<file path="src/rtl/mips_pkg.sv">
// Shared types and encodings for the multicycle MIPS control unit.
// Holds the main FSM state enum, opcode/funct field values, the ALU
// operation class passed to the ALU decoder, and the 3-bit ALU control codes.
package mips_pkg;

    typedef enum logic [3:0] {
        FETCH,
        DECODE,
        MEMADR,
        MEMRD,
        MEMWB,
        MEMWR,
        RTEX,
        RTWB,
        BEQEX,
        ADDIEX,
        ADDIWB,
        JEX
    } state_t;

    localparam logic [5:0] OP_LW    = 6'b100011;
    localparam logic [5:0] OP_SW    = 6'b101011;
    localparam logic [5:0] OP_RTYPE = 6'b000000;
    localparam logic [5:0] OP_BEQ   = 6'b000100;
    localparam logic [5:0] OP_ADDI  = 6'b001000;
    localparam logic [5:0] OP_J     = 6'b000010;

    localparam logic [5:0] FN_ADD = 6'b100000;
    localparam logic [5:0] FN_SUB = 6'b100010;
    localparam logic [5:0] FN_AND = 6'b100100;
    localparam logic [5:0] FN_OR  = 6'b100101;
    localparam logic [5:0] FN_SLT = 6'b101010;

    typedef enum logic [1:0] {
        ALUOP_ADD,
        ALUOP_SUB,
        ALUOP_FUNCT
    } aluop_t;

    localparam logic [2:0] ALU_ADD = 3'b010;
    localparam logic [2:0] ALU_SUB = 3'b110;
    localparam logic [2:0] ALU_AND = 3'b000;
    localparam logic [2:0] ALU_OR  = 3'b001;
    localparam logic [2:0] ALU_SLT = 3'b111;

endpackage

</file>
<file path="src/rtl/mips_controller_aludec.sv">
// ALU decoder: maps the FSM's ALU operation class (and, for R-type,
// the funct field) to the 3-bit ALU control.
// Ports:
//   aluop      in  operation class from the main FSM
//   funct      in  instruction[5:0]
//   alucontrol out ALU operation code
//   badfunct   out high when aluop is FUNCT and funct is unsupported
module aludec
    import mips_pkg::*;
(
    input  aluop_t      aluop,
    input  logic [5:0]  funct,
    output logic [2:0]  alucontrol,
    output logic        badfunct
);

    always_comb begin
        alucontrol = ALU_ADD;
        badfunct   = 1'b0;
        case (aluop)
            ALUOP_ADD: alucontrol = ALU_ADD;
            ALUOP_SUB: alucontrol = ALU_SUB;
            ALUOP_FUNCT: begin
                case (funct)
                    FN_ADD:  alucontrol = ALU_ADD;
                    FN_SUB:  alucontrol = ALU_SUB;
                    FN_AND:  alucontrol = ALU_AND;
                    FN_OR:   alucontrol = ALU_OR;
                    FN_SLT:  alucontrol = ALU_SLT;
                    default: begin
                        // unsupported funct falls back to add so the
                        // datapath still sees a defined operation
                        alucontrol = ALU_ADD;
                        badfunct   = 1'b1;
                    end
                endcase
            end
            default: alucontrol = ALU_ADD;
        endcase
    end

endmodule

</file>
<file path="src/rtl/mips_controller.sv">
// Multicycle MIPS control unit: Moore main FSM plus ALU decoder.
// Drives all datapath selects/enables and stalls on memready for
// every memory access.
// Ports:
//   clk, reset           clock, async active-high reset
//   op, funct, zero      IR fields and ALU zero flag
//   memready             memory access completes this cycle
//   pcen .. alucontrol   datapath controls
//   illegal              sticky unsupported-instruction flag
//
// state  | meaning
// -------+-------------------------------------------------
// FETCH  | read instruction at PC, PC <= PC+1 on memready
// DECODE | branch target into ALUOut, dispatch on opcode
// MEMADR | effective address A + imm
// MEMRD  | load read, wait for memready
// MEMWB  | write MDR to rt
// MEMWR  | store write, wait for memready
// RTEX   | R-type ALU op A funct B
// RTWB   | write ALUOut to rd
// BEQEX  | compare A - B, take branch target on zero
// ADDIEX | A + imm
// ADDIWB | write ALUOut to rt
// JEX    | load jump target into PC
module mips_controller
    import mips_pkg::*;
#(
    parameter int OPW = 6
)(
    input  logic           clk,
    input  logic           reset,
    input  logic [OPW-1:0] op,
    input  logic [OPW-1:0] funct,
    input  logic           zero,
    input  logic           memready,
    output logic           pcen,
    output logic           memwrite,
    output logic           irwrite,
    output logic           iord,
    output logic           memtoreg,
    output logic           regdst,
    output logic           regwrite,
    output logic           alusra,
    output logic [1:0]     alusrcb,
    output logic [1:0]     pcsource,
    output logic [2:0]     alucontrol,
    output logic           illegal
);

    state_t state, state_nxt;
    aluop_t aluop;
    logic   pcwrite;
    logic   branch;
    logic   badfunct;
    logic   badop;
    logic   mr;

    // memready is masked during reset so no fetch strobe leaks out
    assign mr = memready & ~reset;

    assign badop = !(op == OP_LW || op == OP_SW || op == OP_RTYPE ||
                     op == OP_BEQ || op == OP_ADDI || op == OP_J);

    always_ff @(posedge clk or posedge reset) begin
        if (reset) state <= FETCH;
        else       state <= state_nxt;
    end

    always_comb begin
        state_nxt = state;
        case (state)
            FETCH:  if (mr) state_nxt = DECODE;
            DECODE: begin
                if (op == OP_LW || op == OP_SW) state_nxt = MEMADR;
                else if (op == OP_RTYPE)        state_nxt = RTEX;
                else if (op == OP_BEQ)          state_nxt = BEQEX;
                else if (op == OP_ADDI)         state_nxt = ADDIEX;
                else if (op == OP_J)            state_nxt = JEX;
                else                            state_nxt = FETCH;
            end
            MEMADR: state_nxt = (op == OP_SW) ? MEMWR : MEMRD;
            MEMRD:  if (mr) state_nxt = MEMWB;
            MEMWB:  state_nxt = FETCH;
            MEMWR:  if (mr) state_nxt = FETCH;
            RTEX:   state_nxt = RTWB;
            RTWB:   state_nxt = FETCH;
            BEQEX:  state_nxt = FETCH;
            ADDIEX: state_nxt = ADDIWB;
            ADDIWB: state_nxt = FETCH;
            JEX:    state_nxt = FETCH;
            default: state_nxt = FETCH;
        endcase
    end

    always_comb begin
        pcwrite  = 1'b0;
        branch   = 1'b0;
        memwrite = 1'b0;
        irwrite  = 1'b0;
        iord     = 1'b0;
        memtoreg = 1'b0;
        regdst   = 1'b0;
        regwrite = 1'b0;
        alusra   = 1'b0;
        alusrcb  = 2'b00;
        pcsource = 2'b00;
        aluop    = ALUOP_ADD;
        case (state)
            FETCH: begin
                alusrcb = 2'b01;
                irwrite = mr;
                pcwrite = mr;
            end
            DECODE: alusrcb = 2'b11;
            MEMADR: begin
                alusra  = 1'b1;
                alusrcb = 2'b10;
            end
            MEMRD: iord = 1'b1;
            MEMWB: begin
                memtoreg = 1'b1;
                regwrite = 1'b1;
            end
            MEMWR: begin
                iord     = 1'b1;
                memwrite = 1'b1;
            end
            RTEX: begin
                alusra = 1'b1;
                aluop  = ALUOP_FUNCT;
            end
            RTWB: begin
                regdst   = 1'b1;
                regwrite = 1'b1;
            end
            BEQEX: begin
                alusra   = 1'b1;
                aluop    = ALUOP_SUB;
                pcsource = 2'b01;
                branch   = 1'b1;
            end
            ADDIEX: begin
                alusra  = 1'b1;
                alusrcb = 2'b10;
            end
            ADDIWB: regwrite = 1'b1;
            JEX: begin
                pcsource = 2'b10;
                pcwrite  = 1'b1;
            end
            default: ;
        endcase
    end

    // zero is combinational from the datapath, so pcen follows it in BEQEX
    assign pcen = pcwrite | (branch & zero);

    aludec u_aludec (
        .aluop      (aluop),
        .funct      (funct[5:0]),
        .alucontrol (alucontrol),
        .badfunct   (badfunct)
    );

    // badfunct can only be high in RTEX, where aluop is FUNCT
    always_ff @(posedge clk or posedge reset) begin
        if (reset)
            illegal <= 1'b0;
        else if ((state == DECODE && badop) || badfunct)
            illegal <= 1'b1;
    end

endmodule

</file>
<file path="config.mk">
export PLATFORM = sky130hd
export DESIGN_NAME = mips_controller
export DESIGN_NICKNAME = d
export VERILOG_FILES = /design/src/rtl/mips_pkg.sv /design/src/rtl/mips_controller_aludec.sv /design/src/rtl/mips_controller.sv
export SDC_FILE = /design/constraint.sdc
export NUM_CORES = 1
export LEC_CHECK = 0
export CAP_MARGIN = 15
export CORE_MARGIN = 10
export CORE_UTILIZATION = 44
export CTS_CLUSTER_SIZE = 8
export DETAILED_ROUTE_END_ITERATION = 16
export PLACE_DENSITY = 0.94
export SYNTH_ARGS = -nofsm -noshare
export SYNTH_HDL_FRONTEND = slang
export SYNTH_SLANG_ARGS = --single-unit
</file>
<file path="constraint.sdc">
create_clock -name clk -period 4.1 [get_ports clk]
set_clock_uncertainty 0.15 [all_clocks]
set_input_delay 0.41 -clock clk [delete_from_list [all_inputs] [get_ports clk]]
set_output_delay 0.41 -clock clk [all_outputs]
set_load 0.02 [all_outputs]
</file>
==> run metrics <==
CTS buffer count=3; Final Hold Viols=0; area delta synth->final=43.2%; Place WS=1150 ps; routability cong.=0.796; Die Height=roughly 60 µm; type of origin of the critical path=flip-flop; Netlist cell types=37; drt total wl=2190 µm; critical-path cell list=nand2_1, or2_2, inv_1, ha_1, a41oi_1, nor2b_1, clkdlybuf4s50_1; post-DP HPWL=1800 µm; worst slew pin tran=572 ps; Resized cells post-CTS=0; CTS tree=yes; kind of critical path=flip-flop to primary output; DRT antenna net count=0; Synth Register Bits=5; WHS=251 ps; vias in the first global route=852; Longest Clk Path Bufs=2; Layout Utilization=0.666; Die X=59.9 µm; Root Buffer=clkbuf_4; Power Dens Cells=395 nW/µm²; Area contributors post-synth=dfrtp_1, nor2_1, nor3_1; Setup Buffers After CTS=0; 1st-pass router iterations=4; Post-Route Setup TNS=0 ps; leakage power=0.390 nW; Core Region=1510 µm²; Synth area leader=dfrtp_1; DRC=0; final setup fails=0; outcome=finished clean; Slew Limit Headroom=0.619; Post-Synthesis Net Count=113; warnings from Yosys=0; clock sinks=5; clk_lat worst skew=roughly 240 ps; Layout Nets=~140; most numerous cell in the Yosys netlist=nor2_1; commonest cells in the netlist=nor2_1, nor3_1, inv_1, o21ai_0; Design Area, Final=1000 µm²; Crit. End Element=primary output; num rows=14; Tcrit/Tclk final=0.781; max cap viols=0; crit path DAT=2640 ps; VDD IR max=about 0.32 mV; WP data required=3540 ps; HP Class=input pin to async pin; share of cells above drive strength 1=0.0732; FILL cells=131; DRT iter0 DRCs=49; first-pass GRT wire length=3880 µm; Critical-path top delay cell=dfrtp_1; Pins Over Slew Limit=0; Fmax=roughly 0.31 GHz; hold_buf cts=0; Synth Flop Type=dfrtp_1; routed vias=a little over 800; initial core utilization=0.465; initial antenna violation count=0; All-Layer GR Usage=0.133; DR vias/cell=a little under 6; asr flop ratio synth=1.00; CP Max Fanout=18; Post-synth EDFFs=0; Crit path largest cell delay=around 700 ps; total number of H-tree levels=1; largest net degree at the start of global routing=19; cell area after synthesis=701 µm²; Setup WS post-layout=898 ps; Buffers on Ports=31; sequential area share after synthesis=0.179; Post-Syn Instances=94; Remaining Overflow, GRT=0; Post-DP Area=just under 1000 µm²; RSZ-0062 raised after global routing=no; Mean Syn Cell Area=7.45 µm²; Clock transition at path regs=40 ps; Tmin final=3200 ps; die area=3590 µm²; area share of the largest cell type after synthesis=0.179; ant diodes=0; IO Count=32; WL/cell=15.8 µm
cell type report:
cell class	instances	area, µm²	share of cell area
Tap cell	16	20.0	0.0200
Multi-Input combinational cell	77	499	0.498
Clock buffer	4	26.3	0.0262
Timing Repair Buffer	31	310	0.309
Inverter	6	22.5	0.0224
Sequential cell	5	125	0.125
state kept, by name, summed over array words and instances, names as in the netlist:
name / flops
state: 4
illegal: 1
routing by layer:
| metal | track usage | share of wire |
|---|---|---|
| met5 | 0 | 0 |
| met4 | 0.0353 | 0.018 |
| met3 | 0.0551 | 0.12 |
| met2 | 0.222 | 0.47 |
| met1 | 0.150 | 0.39 |
cell usage in the layout (no fill, tap or decap), types with 3 or more instances in the layout:
cell	instances
nor3_1	8
a21oi_1	3
ha_1	3
o21ai_0	6
clkdlybuf4s50_1	31
nand3_1	4
nand2_1	5
dfrtp_1	5
clkbuf_4	3
nor2_1	12
inv_1	6
nand2b_1	5
path summary, 6_finish.rpt:
check / startpoint / to / slack (ps) / depth (start not counted)
min in group clk: illegal / illegal / 350 / 1
setup reg to reg: state[3] / illegal / 1960 / 8
hold reg to reg: illegal / illegal / 350 / 1
hold / removal: reset / state[3] / 250 / 2
max in group asynchronous: reset / state[1] / 3370 / 2
setup / recovery: state[2] / alucontrol[2] / 900 / 7
worst max-delay path: cells and delay by family (launching register included):
kind	cells	cell delay, ps
simple gates	3	710
flops	1	700
buf+inv	2	670
fa+ha+maj	1	190
compound gates	1	120
power breakdown:
group / internal (mW) / switching (mW)
Clock: 0.0368 / 0.0204
Sequential: 0.0598 / 0.0314
Combinational: 0.119 / 0.129
Total: 0.215 / 0.181
kinds of logic (layout without fill, tap and decap cells):
group	after synthesis	after routing	synth area share
buffers and inverters	12	41	0.109
flip-flops	5	5	0.179
XOR/XNOR	3	3	0.0375
AND/OR/NAND/NOR	49	49	0.405
AO/OA/AOI/OAI	22	22	0.216
adder cells (fa/ha/maj)	3	3	0.0536
stage by stage:
step | power [mW] | instances
floorplan | 0.277 | 94
global route | 0.428 | 139
CTS | 0.396 | 139
global placement | 0.332 | 135
detailed placement | 0.338 | 135
finish | 0.396 | 139
Note: power is estimated with default switching activity, not from simulation.
